## src/rtl/axi4_lite_fanin_pkg.sv

```systemverilog
// Shared types for the 2:1 AXI4-Lite fan-in.
//   wr_state_t : write-path FSM states
//   rd_state_t : read-path FSM states
//   rr_pick    : round-robin choice between two requesters
package axi4_lite_fanin_pkg;

    localparam int NUM_PORTS = 2;

    typedef enum logic [1:0] {
        W_IDLE = 2'd0,
        W_ADDR = 2'd1,
        W_RESP = 2'd2
    } wr_state_t;

    typedef enum logic [1:0] {
        R_IDLE = 2'd0,
        R_ADDR = 2'd1,
        R_DATA = 2'd2
    } rd_state_t;

    // If both ports request, the favoured port wins. If only one requests,
    // that port wins whatever the pointer says.
    function automatic logic rr_pick(input logic [NUM_PORTS-1:0] req, input logic favour);
        if (req == 2'b11) begin
            return favour;
        end
        return req[1];
    endfunction

endpackage

```

## src/rtl/axi4_lite_rr_arbiter.sv

```systemverilog
// Two-way round-robin arbiter with a registered grant.
//   clk_i       : clock
//   rst_i       : synchronous active-high reset
//   req_i       : request per port
//   advance_i   : take a new decision this cycle
//   grant_o     : registered one-hot grant
//   grant_idx_o : registered grant index
// The pointer rotates when the grant is taken rather than at completion.
// Only one transaction is outstanding per path, so the next decision sees
// the same priority either way.
module axi4_lite_rr_arbiter
    import axi4_lite_fanin_pkg::*;
(
    input  logic                 clk_i,
    input  logic                 rst_i,
    input  logic [NUM_PORTS-1:0] req_i,
    input  logic                 advance_i,
    output logic [NUM_PORTS-1:0] grant_o,
    output logic                 grant_idx_o
);

    logic                 favour_q, favour_d;
    logic [NUM_PORTS-1:0] grant_q, grant_d;
    logic                 idx_q, idx_d;
    logic                 pick;

    always_comb begin
        pick     = rr_pick(req_i, favour_q);
        favour_d = favour_q;
        grant_d  = grant_q;
        idx_d    = idx_q;
        if (advance_i && (|req_i)) begin
            idx_d    = pick;
            grant_d  = {pick, ~pick};
            favour_d = ~pick;
        end
    end

    always_ff @(posedge clk_i) begin
        if (rst_i) begin
            favour_q <= 1'b0;
            grant_q  <= '0;
            idx_q    <= 1'b0;
        end else begin
            favour_q <= favour_d;
            grant_q  <= grant_d;
            idx_q    <= idx_d;
        end
    end

    assign grant_o     = grant_q;
    assign grant_idx_o = idx_q;

endmodule

```

## src/rtl/axi4_lite_fanin.sv

```systemverilog
// 2:1 AXI4-Lite interconnect. Two upstream initiators (s_*, index 0/1)
// share one downstream target (m_*). Write and read paths are arbitrated
// independently, and each path has one transaction in flight.
//   aclk_i, areset_i : clock, synchronous active-high reset
//   s_aw*/s_w*/s_b*  : upstream write channels, per port
//   s_ar*/s_r*       : upstream read channels, per port
//   m_*              : downstream target port
//
// state  | meaning
// W_IDLE | no write owner; grant chosen from this cycle's awvalid
// W_ADDR | AW/W of granted port routed to target until both handshake
// W_RESP | B routed back to granted port
// R_IDLE | no read owner; grant chosen from this cycle's arvalid
// R_ADDR | AR of granted port routed to target
// R_DATA | R routed back to granted port
module axi4_lite_fanin
    import axi4_lite_fanin_pkg::*;
#(
    parameter int A = 16,
    parameter int N = 4,
    parameter int I = 1
) (
    input  logic                            aclk_i,
    input  logic                            areset_i,
    // upstream write
    input  logic [NUM_PORTS-1:0]            s_awvalid_i,
    output logic [NUM_PORTS-1:0]            s_awready_o,
    input  logic [NUM_PORTS-1:0][A-1:0]     s_awaddr_i,
    input  logic [NUM_PORTS-1:0][I-1:0]     s_awid_i,
    input  logic [NUM_PORTS-1:0]            s_wvalid_i,
    output logic [NUM_PORTS-1:0]            s_wready_o,
    input  logic [NUM_PORTS-1:0][N*8-1:0]   s_wdata_i,
    input  logic [NUM_PORTS-1:0][N-1:0]     s_wstrb_i,
    output logic [NUM_PORTS-1:0]            s_bvalid_o,
    input  logic [NUM_PORTS-1:0]            s_bready_i,
    output logic [NUM_PORTS-1:0][1:0]       s_bresp_o,
    output logic [NUM_PORTS-1:0][I-1:0]     s_bid_o,
    // upstream read
    input  logic [NUM_PORTS-1:0]            s_arvalid_i,
    output logic [NUM_PORTS-1:0]            s_arready_o,
    input  logic [NUM_PORTS-1:0][A-1:0]     s_araddr_i,
    input  logic [NUM_PORTS-1:0][I-1:0]     s_arid_i,
    output logic [NUM_PORTS-1:0]            s_rvalid_o,
    input  logic [NUM_PORTS-1:0]            s_rready_i,
    output logic [NUM_PORTS-1:0][N*8-1:0]   s_rdata_o,
    output logic [NUM_PORTS-1:0][1:0]       s_rresp_o,
    output logic [NUM_PORTS-1:0][I-1:0]     s_rid_o,
    // downstream
    output logic                            m_awvalid_o,
    input  logic                            m_awready_i,
    output logic [A-1:0]                    m_awaddr_o,
    output logic [I-1:0]                    m_awid_o,
    output logic                            m_wvalid_o,
    input  logic                            m_wready_i,
    output logic [N*8-1:0]                  m_wdata_o,
    output logic [N-1:0]                    m_wstrb_o,
    input  logic                            m_bvalid_i,
    output logic                            m_bready_o,
    input  logic [1:0]                      m_bresp_i,
    input  logic [I-1:0]                    m_bid_i,
    output logic                            m_arvalid_o,
    input  logic                            m_arready_i,
    output logic [A-1:0]                    m_araddr_o,
    output logic [I-1:0]                    m_arid_o,
    input  logic                            m_rvalid_i,
    output logic                            m_rready_o,
    input  logic [N*8-1:0]                  m_rdata_i,
    input  logic [1:0]                      m_rresp_i,
    input  logic [I-1:0]                    m_rid_i
);

    wr_state_t            wr_state_q, wr_state_d;
    rd_state_t            rd_state_q, rd_state_d;
    logic                 aw_done_q, aw_done_d;
    logic                 w_done_q, w_done_d;
    logic                 wr_adv, rd_adv;
    logic [NUM_PORTS-1:0] wr_grant, rd_grant;
    logic                 wr_idx, rd_idx;
    logic                 aw_hs, w_hs, b_hs, ar_hs, r_hs;

    axi4_lite_rr_arbiter u_wr_arb (
        .clk_i       (aclk_i),
        .rst_i       (areset_i),
        .req_i       (s_awvalid_i),
        .advance_i   (wr_adv),
        .grant_o     (wr_grant),
        .grant_idx_o (wr_idx)
    );

    axi4_lite_rr_arbiter u_rd_arb (
        .clk_i       (aclk_i),
        .rst_i       (areset_i),
        .req_i       (s_arvalid_i),
        .advance_i   (rd_adv),
        .grant_o     (rd_grant),
        .grant_idx_o (rd_idx)
    );

    // Payload muxes are unconditional. Only the valid/ready signals are qualified by state.
    assign m_awaddr_o = s_awaddr_i[wr_idx];
    assign m_awid_o   = s_awid_i[wr_idx];
    assign m_wdata_o  = s_wdata_i[wr_idx];
    assign m_wstrb_o  = s_wstrb_i[wr_idx];
    assign m_araddr_o = s_araddr_i[rd_idx];
    assign m_arid_o   = s_arid_i[rd_idx];

    assign s_bresp_o  = {NUM_PORTS{m_bresp_i}};
    assign s_bid_o    = {NUM_PORTS{m_bid_i}};
    assign s_rdata_o  = {NUM_PORTS{m_rdata_i}};
    assign s_rresp_o  = {NUM_PORTS{m_rresp_i}};
    assign s_rid_o    = {NUM_PORTS{m_rid_i}};

    always_comb begin
        wr_state_d  = wr_state_q;
        aw_done_d   = aw_done_q;
        w_done_d    = w_done_q;
        wr_adv      = 1'b0;
        aw_hs       = 1'b0;
        w_hs        = 1'b0;
        b_hs        = 1'b0;
        m_awvalid_o = 1'b0;
        m_wvalid_o  = 1'b0;
        m_bready_o  = 1'b0;
        s_awready_o = '0;
        s_wready_o  = '0;
        s_bvalid_o  = '0;
        case (wr_state_q)
            W_IDLE: begin
                aw_done_d = 1'b0;
                w_done_d  = 1'b0;
                if (|s_awvalid_i) begin
                    wr_adv     = 1'b1;
                    wr_state_d = W_ADDR;
                end
            end
            W_ADDR: begin
                // A done flag masks its channel so a completed AW or W is not replayed downstream.
                m_awvalid_o = s_awvalid_i[wr_idx] & ~aw_done_q;
                m_wvalid_o  = s_wvalid_i[wr_idx] & ~w_done_q;
                s_awready_o = wr_grant & {NUM_PORTS{m_awready_i & ~aw_done_q}};
                s_wready_o  = wr_grant & {NUM_PORTS{m_wready_i & ~w_done_q}};
                aw_hs       = m_awvalid_o & m_awready_i;
                w_hs        = m_wvalid_o & m_wready_i;
                if (aw_hs) aw_done_d = 1'b1;
                if (w_hs)  w_done_d  = 1'b1;
                if (aw_done_d && w_done_d) wr_state_d = W_RESP;
            end
            W_RESP: begin
                m_bready_o = s_bready_i[wr_idx];
                s_bvalid_o = wr_grant & {NUM_PORTS{m_bvalid_i}};
                b_hs       = m_bvalid_i & m_bready_o;
                if (b_hs) wr_state_d = W_IDLE;
            end
            default: wr_state_d = W_IDLE;
        endcase
    end

    always_comb begin
        rd_state_d  = rd_state_q;
        rd_adv      = 1'b0;
        ar_hs       = 1'b0;
        r_hs        = 1'b0;
        m_arvalid_o = 1'b0;
        m_rready_o  = 1'b0;
        s_arready_o = '0;
        s_rvalid_o  = '0;
        case (rd_state_q)
            R_IDLE: begin
                if (|s_arvalid_i) begin
                    rd_adv     = 1'b1;
                    rd_state_d = R_ADDR;
                end
            end
            R_ADDR: begin
                m_arvalid_o = s_arvalid_i[rd_idx];
                s_arready_o = rd_grant & {NUM_PORTS{m_arready_i}};
                ar_hs       = m_arvalid_o & m_arready_i;
                if (ar_hs) rd_state_d = R_DATA;
            end
            R_DATA: begin
                m_rready_o = s_rready_i[rd_idx];
                s_rvalid_o = rd_grant & {NUM_PORTS{m_rvalid_i}};
                r_hs       = m_rvalid_i & m_rready_o;
                if (r_hs) rd_state_d = R_IDLE;
            end
            default: rd_state_d = R_IDLE;
        endcase
    end

    always_ff @(posedge aclk_i) begin
        if (areset_i) begin
            wr_state_q <= W_IDLE;
            rd_state_q <= R_IDLE;
            aw_done_q  <= 1'b0;
            w_done_q   <= 1'b0;
        end else begin
            wr_state_q <= wr_state_d;
            rd_state_q <= rd_state_d;
            aw_done_q  <= aw_done_d;
            w_done_q   <= w_done_d;
        end
    end

endmodule
```

## config.mk

```make
export PLATFORM = sky130hd
export DESIGN_NAME = axi4_lite_fanin
export DESIGN_NICKNAME = d
export VERILOG_FILES = /design/src/rtl/axi4_lite_fanin_pkg.sv /design/src/rtl/axi4_lite_rr_arbiter.sv /design/src/rtl/axi4_lite_fanin.sv
export SDC_FILE = /design/constraint.sdc
export NUM_CORES = 1
export LEC_CHECK = 0
export BUFFER_PORTS_ARGS = -buffer_cell sky130_fd_sc_hd__buf_2
export CAP_MARGIN = 20
export CORE_AREA = 2 2 139 141
export CTS_BUF_LIST = sky130_fd_sc_hd__clkbuf_4 sky130_fd_sc_hd__clkbuf_8
export DETAILED_ROUTE_END_ITERATION = 6
export DIE_AREA = 0 0 141 143
export SYNTH_ARGS = -nofsm -noshare
export SYNTH_HDL_FRONTEND = slang
export SYNTH_SLANG_ARGS = --single-unit
```

## constraint.sdc

```tcl
create_clock -name aclk_i -period 1.01 [get_ports aclk_i]
set_input_delay 0 -clock aclk_i [delete_from_list [all_inputs] [get_ports aclk_i]]
set_output_delay 0 -clock aclk_i [all_outputs]
set_load 0.02 [all_outputs]
```

# --- Yosys cells after proc, flatten, opt, wreduce, memory -nomap -nowiden ---
# Index checks and enable logic that the tools add are counted.
word_totals:
  regBits: 14
  output_inout_bits: 161
  wordCells: 108
classes:
  n_lt_le_gt_ge: 2
  eq_ne: 12
  muxes: 56
  bitwise: 18
  n_reduce_logical: 10
ops:
  columns: ["cell", "count"]
  rows:
  - ["$mux W16", 4]
  - ["$mux W32", 2]
  - ["$mux W1", 33]
  - ["$mux W2", 11]
  - ["$ne A2 B2 Y1 const B", 6]
  - ["$pmux W2 S3", 2]
  - ["$and A2 B2 Y2", 5]
  - ["$and A1 B1 Y1", 9]
  - ["$eq A2 B2 Y1 const B", 4]
  - ["$mux W4", 2]
  - ["$reduce_and A3 Y1", 2]
  - ["$eq A2 B1 Y1 const B", 2]
  - ["$logic_not A2 Y1", 2]
  - ["$lt A1 B2 Y1 const B", 2]
  - ["$not A1 Y1", 4]
  - ["$pmux W1 S2", 2]
  - ["$reduce_or A2 Y1", 2]
  - ["$logic_and A1 B1 Y1", 3]
  - ["$reduce_bool A2 Y1", 1]

# --- Depth between registers and ports, before layout ---
# Gate-level depths: netlist of the first run.
logic_depth:
  word_depth: 9
  ltp_mapped: 5

# --- Hierarchy ---
# Synthesis of the first run repeated with hierarchy kept, for this count alone.
hier_totals:
  hier_cells: 236
  hier_area_um2: 2050.7
modules_own_cells:
  columns: ["mod", "instances", "cells_per_inst", "area_each_um2"]
  rows:
  - ["axi4_lite_fanin", 1, 212, 1850.5]
  - ["axi4_lite_rr_arbiter", 2, 12, 100.1]

# --- Worst setup path after synthesis of the first run ---
# No wires, ideal clock.
synth_path:
  path_kind: "reg-to-reg"
  start: "register u_wr_arb.idx_q, in the netlist u_wr_arb.grant_idx_o"
  end: "register wr_state_q[1]"
  t_arrival_ns: 0.979
  setup_slack_ns: -0.105
  stages_incl_launch_ff: 5
  n_path_buf: 1
  synth_period_minus_slack_ns: 1.115
  path_cell_list: "dfxtp_1 buf_6 mux2_4 a21oi_4 o41ai_2"
synth_between:
  elab_chain_len: 9
  elab_cells_between_ends: 19
  classes_between: "eq/ne: 2; mux: 10; bitwise: 5; reduce/logical: 2"
synth_lines:
  columns: ["element", "line_no", "text"]
  rows:
  - ["from (decl)", "axi4_lite_rr_arbiter.sv:24", "logic idx_q, idx_d;"]
  - ["from (signal assigned)", "axi4_lite_rr_arbiter.sv:47", "idx_q <= idx_d;"]
  - ["$mux W1 (on tied branches) (2 in series)", "axi4_lite_fanin.sv:138, axi4_lite_fanin.sv:139", null]
  - ["$and A1 B1 Y1 (on tied branches)", "axi4_lite_fanin.sv:138, axi4_lite_fanin.sv:139", null]
  - ["$and A1 B1 Y1 (on tied branches)", "axi4_lite_fanin.sv:142, axi4_lite_fanin.sv:143", null]
  - ["$mux W1 (on tied branches)", "axi4_lite_fanin.sv:144, axi4_lite_fanin.sv:145", null]
  - ["$mux W1", "axi4_lite_fanin.sv:127", "case (wr_state_q)"]
  - ["$logic_and A1 B1 Y1", "axi4_lite_fanin.sv:146", "if (aw_done_d && w_done_d) wr_state_d = W_RESP;"]
  - ["$ne A2 B2 Y1 (no source line)", null, null]
  - ["$reduce_and A3 Y1 (no source line) (*)", null, null]
  - ["to (signal assigned)", "axi4_lite_fanin.sv:197", "wr_state_q <= wr_state_d;"]
  - ["to (decl)", "axi4_lite_fanin.sv:72", "wr_state_t wr_state_q, wr_state_d;"]
# Mark *: on every way between the ends. The rest lies on a longest branch, timed or not. The select of a mux whose other input is x is not followed.
# A chain may end at the register's enable or synchronous reset.

# --- Final worst setup path of the first run ---
layout_path:
  start: "register u_wr_arb.idx_q, in the netlist u_wr_arb.grant_idx_o"
  end: "register wr_state_q[0]"
# The elaborated chain is that of the path after synthesis.

==> results of run 1 <==
final timing paths:
path,to,slack [ns],cells after the start,start
worst min register to register,aw_done_q,0.55,2,aw_done_q
worst max-delay path,wr_state_q[0],-0.35,5,u_wr_arb.grant_idx_o
worst max register to register,wr_state_q[0],-0.35,5,u_wr_arb.grant_idx_o
worst min-delay path,s_rdata_o[6],0.000007,0,m_rdata_i[6]
cells in the final DEF, fill, tap and decap left out, types with 6 or more instances in the layout:
cell / n
buf_4: 12
buf_2: 198
inv_1: 7
buf_12: 6
mux2_4: 41
mux2_2: 32
buf_6: 49
and3_4: 8
kinds of logic after synthesis:
family / Yosys count / share of synthesized area [%]
buffers and inverters: 94 / 32.0
AND/OR/NAND/NOR: 35 / 10.6
flip-flops: 10 / 9.54
AO/OA/AOI/OAI: 14 / 6.80
multiplexers: 76 / 41.1
state kept, by name (all words and copies together) (netlist names):
signal	count
aw_done_q	1
rd_state_q	2
u_rd_arb.grant_idx_o	1
u_rd_arb.grant_o	1
u_wr_arb.grant_idx_o	1
u_wr_arb.grant_o	1
w_done_q	1
wr_state_q	2
power breakdown:
part           switching [mW]  internal [mW]
clock                   0.168          0.344
combinational           0.873           1.13
sequential             0.0529          0.422
total                    1.09           1.90
layout make-up:
class / instances / share of cell area (%)
Clock buffer: 4 / 1.40
Inverter: 8 / 0.829
Multi-Input combinational cell: 125 / 38.7
Sequential cell: 10 / 5.54
Tap cell: 234 / 7.46
Timing Repair Buffer: 268 / 46.1
repair_timing:
action,in CTS,in global routing
endpoints found under the setup margin,93,95
gates resized for setup,94,74
cloned,2,0
pin swaps,7,6
setup buffers,11,3
metal layers:
| layer | part of all wire [%] | global-route usage (%) |
|---|---|---|
| met1 | 39 | 9.13 |
| met2 | 50 | 12.7 |
| met3 | 7.6 | 1.88 |
| met4 | 3.2 | 3.84 |
| met5 | 0 | 0 |
==> impl_metrics.yaml, run 1 <==
timing:
  setup_viol: 93
  skew_ns: 0.000460
  rsz0062_at_grt: "yes"
  slew_headroom_pct: 78.2
  worst_pin_slew_ns: 0.324
  setup_ws_ns: -0.353
  slew_viol_final: 0
  hold_viol: 0
  fin_crit_ns: 1.36
  hold_ws_ns: 0.00000659
  max_freq_ghz: 0.734
  finalSetupTns_ns: -26.16
  finalCritPeriodShare_pct: 135
detailed_routing:
  vias_per_cell: 3.53
  antenna_left: 0
  drt-total-wl_um: 8850
  dr.pass1.iters: 4
  drtIter0Drc: 36
  num_vias: 2292
  wire_per_inst_um: 13.6
  drc_errors: 0
die:
  die_x_um: 141
  start_util_pct: 11.3
  core_region_area_mm2: 0.0186
  die_h_um: 143
  pin_count: 356
  die-area_mm2: 0.0202
  rows: 50
setup_path:
  cpLargestDelayFamily: "flip-flops"
  cpMaxStageDelayCell: "dfxtp_4"
  cp-start-kind: "flip-flop"
  max_stage_delay_ns: 0.42
  cp.required_ns: 1.18
  endpoint_kind: "flip-flop"
  critical_path_class: "reg2reg"
  path_max_fanout: 7
  cp_common_cell: "buf_6"
  critical_path_buf_inv_count: 2
  crit_arrival_ns: 1.54
  cp_cell_sequence: "buf_6, mux2_4, buf_6, a21oi_4, o31a_1"
placed_design:
  preCtsSetupSlack_ns: -0.171
  post-dp-hpwl_um: 7390
  dpl.cell_count: 630
  dpl_cell_area_mm2: 0.00313
  io_buffers: 241
  gp_congestion: 0.721
finish:
  final_util_pct: 21.1
  final_area_mm2: 0.00393
  multi_input_area_mm2: 0.00152
  regArea_um2: 218
  diodes: 0
  instances_no_fill: 649
  fill_cells: 2015
  syn_to_final_growth_pct: 87.1
  nets: 611
  layout-drive-gt1-share_pct: 92.3
cts:
  cts_tree: "yes"
  insertion_delay_ns: 0.23
  clockRootBuffer: "clkbuf_8"
  cts.path.max_buffers: 2
  ctsHoldBuffers: 0
  clk_pin_slew_ns: 0.05
  cts_sinks: 10
  htree_levels: 1
  cts_buffers: 3
logic_synthesis:
  ys_seq_area_share_pct: 9.54
  synthCells: 229
  synth_top_area_share_pct: 37.6
  yosysMostFrequentCell: "buf_4"
  async_flop_share_pct: 0
  synth_flop_cell: "dfxtp_1"
  synth.area.top_cells: "mux2_2 38%, buf_4 28%, dfxtp_1 9.5%"
  yosysTopAreaCell: "mux2_2"
  syn_nets: 424
  avgSynthCellArea_um2: 9.16
  synth_enable_flop_cells: 0
  ys_types: 31
  ys_ff_latch: 10
  synth_common_cells: "77 x buf_4, 70 x mux2_2, 10 x and3_1, 10 x dfxtp_1, 8 x inv_1"
  synth_area_mm2: 0.00210
  yosysWarnings: 0
status:
  violations: "setup timing"
  status: "finished, violations left"
power:
  peakVddDrop_mv: 0.231
  power_density_mw_per_mm2: 762
  p_total_mw: 2.99
  p_leak_nw: 1.93
global_route:
  track_usage_pct: 7.62
  grt-ovfl-total: 0
  grt_pass1_wl_um: 11700
  grt_pass1_vias: 2166
  grt_max_degree: 18
  grt_antenna_before_repair: 0
hold_path:
  min_path_type: "in2out"
flow_run:
  maxCapViolCount: 0
Power figures use the tool's default switching activity.
==> run 2, diff against run 1 <==
- clock period: 1.01 -> 1.2 ns (I/O delays scaled with it)
==> run 2 against run 1 <==
  * The flow still finishes with violations (setup timing)
  * Via count down 1.8%
  * Register-to-register slack improved by 0.19 ns
  * Clock skew barely moved
  * Core utilization shrank 0.80 points
  * Combinational power down 17%
  * Power down 17%
  * Design area shrank 3.8%
  * Critical path type is now reg2out
  * Critical endpoint is now m_awvalid_o
  * Largest power group unchanged
==> impl_metrics.yaml, run 2 (synthesis gave the netlist of run 1 again) <==
status:
  status: "finished, violations left"
  violations: "setup timing"
die:
  start_util_pct: 11.3
  die-area_mm2: 0.0202
  core_region_area_mm2: 0.0186
  die_h_um: 143
  rows: 50
  pin_count: 356
  die_x_um: 141
finish:
  syn_to_final_growth_pct: 80.0
  instances_no_fill: 643
  nets: 605
  layout_common_cells: "196 x buf_2, 44 x buf_6, 42 x mux2_2"
  reg_top3: "rd_state_q (2), wr_state_q (2)"
  layout-drive-gt1-share_pct: 90.7
  diodes: 0
  final_util_pct: 20.3
  mostFrequentLayoutCell: "buf_2"
cts:
  cts.path.max_buffers: 2
  ctsHoldBuffers: 0
  cts_buffers: 3
  insertion_delay_ns: 0.24
  clockRootBuffer: "clkbuf_8"
  clk_pin_slew_ns: 0.05
  cts_tree: "yes"
  htree_levels: 1
  cts_sinks: 10
hold_path:
  min_path_type: "in2out"
detailed_routing:
  drc_errors: 0
  antenna_left: 0
  drtIter0Drc: 50
  num_vias: 2250
  vias_per_cell: 3.50
  dr.pass1.iters: 4
  drt-total-wl_um: 9980
  wire_per_inst_um: 15.5
timing:
  setup_viol: 83
  skew_ns: 0.000757
  fin_crit_ns: 1.40
  max_freq_ghz: 0.714
  slew_viol_final: 0
  setup_ws_ns: -0.200
  slew_headroom_pct: 80.5
  rsz0062_at_grt: "yes"
  finalSetupTns_ns: -11.12
  finalCritPeriodShare_pct: 117
  worst_pin_slew_ns: 0.292
  hold_viol: 0
power:
  p_leak_nw: 1.87
  power_density_mw_per_mm2: 659
  peakVddDrop_mv: 0.279
global_route:
  grt_pass1_vias: 2037
  grt-ovfl-total: 0
  grt_max_degree: 25
  grt_antenna_before_repair: 3
  track_usage_pct: 8.08
  grt_pass1_wl_um: 12400
setup_path:
  path_max_fanout: 7
  cp.required_ns: 1.20
  endpoint_kind: "output port"
  critical_path_class: "reg2out"
  cp-start-kind: "flip-flop"
  crit_arrival_ns: 1.40
placed_design:
  io_buffers: 241
  dpl.cell_count: 624
  preCtsSetupSlack_ns: -0.109
  gp_congestion: 0.710
  post-dp-hpwl_um: 7960
flow_run:
  maxCapViolCount: 0
## run 2: changes by cell type in the layout (fill, tap and decap cells not counted), sizes merged
cell    before  now
buf        268  260
clkbuf       4    6
## run 2: worst max-delay path: stages (launching register included)
cell and delay (ns):
dfxtp_4 0.44, buf_6 0.14, mux2_4 0.31, and2_4 0.15
buf_6 0.12
## run 2: cell type report
class | count | area [um2]
multi-input cells | 125 | 1420
well taps | 234 | 293
fillers | 2033 | 14800
repair buffers | 262 | 1770
flip-flops and latches | 10 | 218
clock buffers | 4 | 55.1
inverters | 8 | 30.0
## run 2: report_power, final
| part | switching [mW] | internal (mW) | total, mW |
|---|---|---|---|
| clock | 0.138 | 0.289 | 0.427 |
| combinational | 0.746 | 0.916 | 1.66 |
| sequential | 0.0472 | 0.355 | 0.402 |
## run 2: worst paths after layout
| check | startpoint | end | slack (ns) | cells past startpoint |
|---|---|---|---|---|
| setup / recovery | u_wr_arb.grant_idx_o | m_awvalid_o | -0.20 | 4 |
| hold / removal | m_rid_i | s_rid_o[1] | 0.00001 | 0 |
| setup reg to reg | u_wr_arb.grant_idx_o | wr_state_q[0] | -0.16 | 5 |
| hold reg to reg | rd_state_q[1] | rd_state_q[0] | 0.48 | 1 |
## run 2: layer usage
metal  wire, um  track usage [%]  part of all wire, %
met3        768             2.72                  7.7
met5         41                0                 0.41
met4        237             2.95                  2.4
met1       4260             11.3                   43
met2       4670             11.5                   47
## run 2: repair_timing
item	CTS	global route
resized for setup	56	96
endpoints found under the setup margin	90	91
gates cloned	2	2
setup buffers	9	3
pin swaps	8	2
## run 2: stage by stage
stage	area, um2	total power, mW	hold WS [ns]
after floorplan	2100	1.50	0.113
after global placement	3040	1.68	0.000200
after detailed placement	3040	1.69	0.000200
after CTS	3400	2.29	0.000200
after global routing	3780	2.62	0.0000446
final	3780	2.49	0.00000970
==> run 3, diff against run 2 <==
- PLACE_DENSITY: unset -> 0.49
- RECOVER_POWER: unset -> 25
==> run 3 against run 2 <==
  * The flow still finishes with violations (setup timing)
  * Critical path depth stayed put
  * Count of clock-buffer cells in the layout is the same
  * Global-route usage is 0.063 points higher
  * Sequential power barely moved
  * Wire length grew 0.35%
  * Setup slack better by 0.019 ns
  * Design area up 7.4%
  * Worst hold slack is essentially flat
  * Core utilization grew 1.5 points
  * Combinational power increased by 10%
  * Non-clock buffer count grew 6
  * Sequential cell count did not move
  * Highest routed layer is now met4
==> impl_metrics.yaml, run 3 (synthesis gave the netlist of run 1 again) <==
status:
  status: "finished, violations left"
  violations: "setup timing"
setup_path:
  r2r_start: "u_wr_arb.grant_idx_o"
  cp.required_ns: 1.20
  r2r_cells: 5
  endpoint_kind: "output port"
  r2r_end: "wr_state_q[1]"
  critical_path_class: "reg2out"
  cp-start-kind: "flip-flop"
  r2r_setup_slack_ns: -0.16
  worstSetupEndpoint: "m_awaddr_o[1]"
  cp-startpoint: "u_wr_arb.grant_idx_o"
  crit_arrival_ns: 1.38
  path_max_fanout: 7
hold_path:
  min_path_type: "in2out"
  worstHoldStart: "m_rid_i"
cts:
  cts_sinks: 10
  htree_levels: 1
  clk_pin_slew_ns: 0.05
  clockRootBuffer: "clkbuf_8"
  cts.path.max_buffers: 2
  cts_buffers: 3
  insertion_delay_ns: 0.24
  cts_tree: "yes"
  ctsHoldBuffers: 0
placed_design:
  io_buffers: 241
  gp_congestion: 0.751
  dpl_cell_area_mm2: 0.00308
  post-dp-hpwl_um: 7800
  preCtsSetupSlack_ns: -0.113
die:
  rows: 50
  die_x_um: 141
  core_region_area_mm2: 0.0186
  die-area_mm2: 0.0202
  die_h_um: 143
  pin_count: 356
  start_util_pct: 11.3
finish:
  layout_common_cells: "175 x buf_2, 67 x buf_6, 54 x mux2_4"
  nets: 611
  diodes: 0
  syn_to_final_growth_pct: 93.3
  layout-drive-gt1-share_pct: 90.1
  final_area_mm2: 0.00406
  mostFrequentLayoutCell: "buf_2"
  reg_top3: "rd_state_q (2), wr_state_q (2)"
timing:
  slew_viol_final: 0
  hold_viol: 0
  worst_pin_slew_ns: 0.286
  fin_crit_ns: 1.38
  setup_viol: 84
  setup_ws_ns: -0.181
  finalCritPeriodShare_pct: 115
  max_freq_ghz: 0.724
  slew_headroom_pct: 80.8
  skew_ns: 0.000465
  rsz0062_at_grt: "yes"
flow_run:
  maxCapViolCount: 0
power:
  p_total_mw: 2.66
  peakVddDrop_mv: 0.269
  internal_power_mw: 1.69
  swShare_pct: 36.5
  p_leak_nw: 2.03
  power_density_mw_per_mm2: 655
  comb_power_share_pct: 69.0
  p_switching_uw: 970
  pwr-share-seq_pct: 15.2
  pwr-share-clk_pct: 15.8
detailed_routing:
  dr.pass1.iters: 4
  num_vias: 2313
  drtIter0Drc: 62
  wire_per_inst_um: 15.4
  drt-total-wl_um: 10000
  vias_per_cell: 3.56
  drc_errors: 0
  antenna_left: 0
global_route:
  grt_pass1_vias: 2219
  grt_pass1_wl_um: 12500
  grt-ovfl-total: 0
  track_usage_pct: 8.14
  grt_max_degree: 17
  grt_antenna_before_repair: 0
[run 3: cell types whose count changed in the layout (fill, tap and decap cells not counted), moves of 2 or more]
cell and change:
and3_1 +2, and3_4 -2, buf_16 -2, buf_2 -21, buf_4 +2, buf_6 +23
buf_8 +4, mux2_2 -23, mux2_4 +23, nor2b_1 +2, nor2b_2 -3
[run 3: what timing repair did]
| item | 4_1_cts | 5_1_grt |
|---|---|---|
| resized for setup | 100 | 129 |
| endpoints found under the setup margin | 87 | 91 |
| pin swaps | 8 | 11 |
| cloned | 2 | 2 |
| buffers inserted | 7 | 9 |
[run 3: layout make-up]
| cell class | count | area [um2] |
|---|---|---|
| inverter | 8 | 30.0 |
| clock buffer | 4 | 55.1 |
| multi-input combinational | 125 | 1520 |
| fill | 2010 | 14500 |
| timing repair buffer | 268 | 1940 |
| sequential | 10 | 215 |
| tap | 234 | 293 |
[run 3: worst min path at each step]
stage                   endpoint  cells after the start
finish                s_rid_o[1]                      0
CTS                 s_bresp_o[2]                      0
floorplan             s_bid_o[0]                      1
global placement    s_bresp_o[2]                      0
detailed placement  s_bresp_o[2]                      0
global route        s_bresp_o[1]                      0
[run 3: routing by layer]
metal | part of all wire (%) | vias up | GRT usage, %
met5 | 0 | - | 0
met1 | 41 | 1065 | 10.4
met4 | 2.4 | 0 | 3.16
li1 | - | 1094 | -
met2 | 51 | 118 | 13.9
met3 | 5.3 | 36 | 1.21
[run 3: per-stage QoR]
step           setup TNS [ns]  hold WS [ns]  util (%)  std cells
5_1_grt                -13.51     0.0000431      21.8        649
3_3_place_gp           -0.228      0.000211      16.6        631
6_report                -9.68     0.0000103      21.8        649
4_1_cts                -12.80      0.000211      19.1        643
3_5_place_dp           -0.639      0.000211      16.6        631
2_1_floorplan               0         0.113         -        229
[run 3: power by group through the flow]
stage / sequential (mW) / clock (mW) / combinational (mW)
2_1_floorplan: 0.385 / 0 / 1.12
3_3_place_gp: 0.397 / 0 / 1.31
3_5_place_dp: 0.397 / 0 / 1.31
4_1_cts: 0.399 / 0.441 / 1.54
5_1_grt: 0.406 / 0.464 / 1.93
6_report: 0.404 / 0.420 / 1.83
[run 3: worst max-delay path, cell delays in order (launching register included)]
cell       delay, ns
dfxtp_4         0.39
buf_12          0.14
clkbuf_16       0.16
mux2_4          0.31
buf_6           0.13
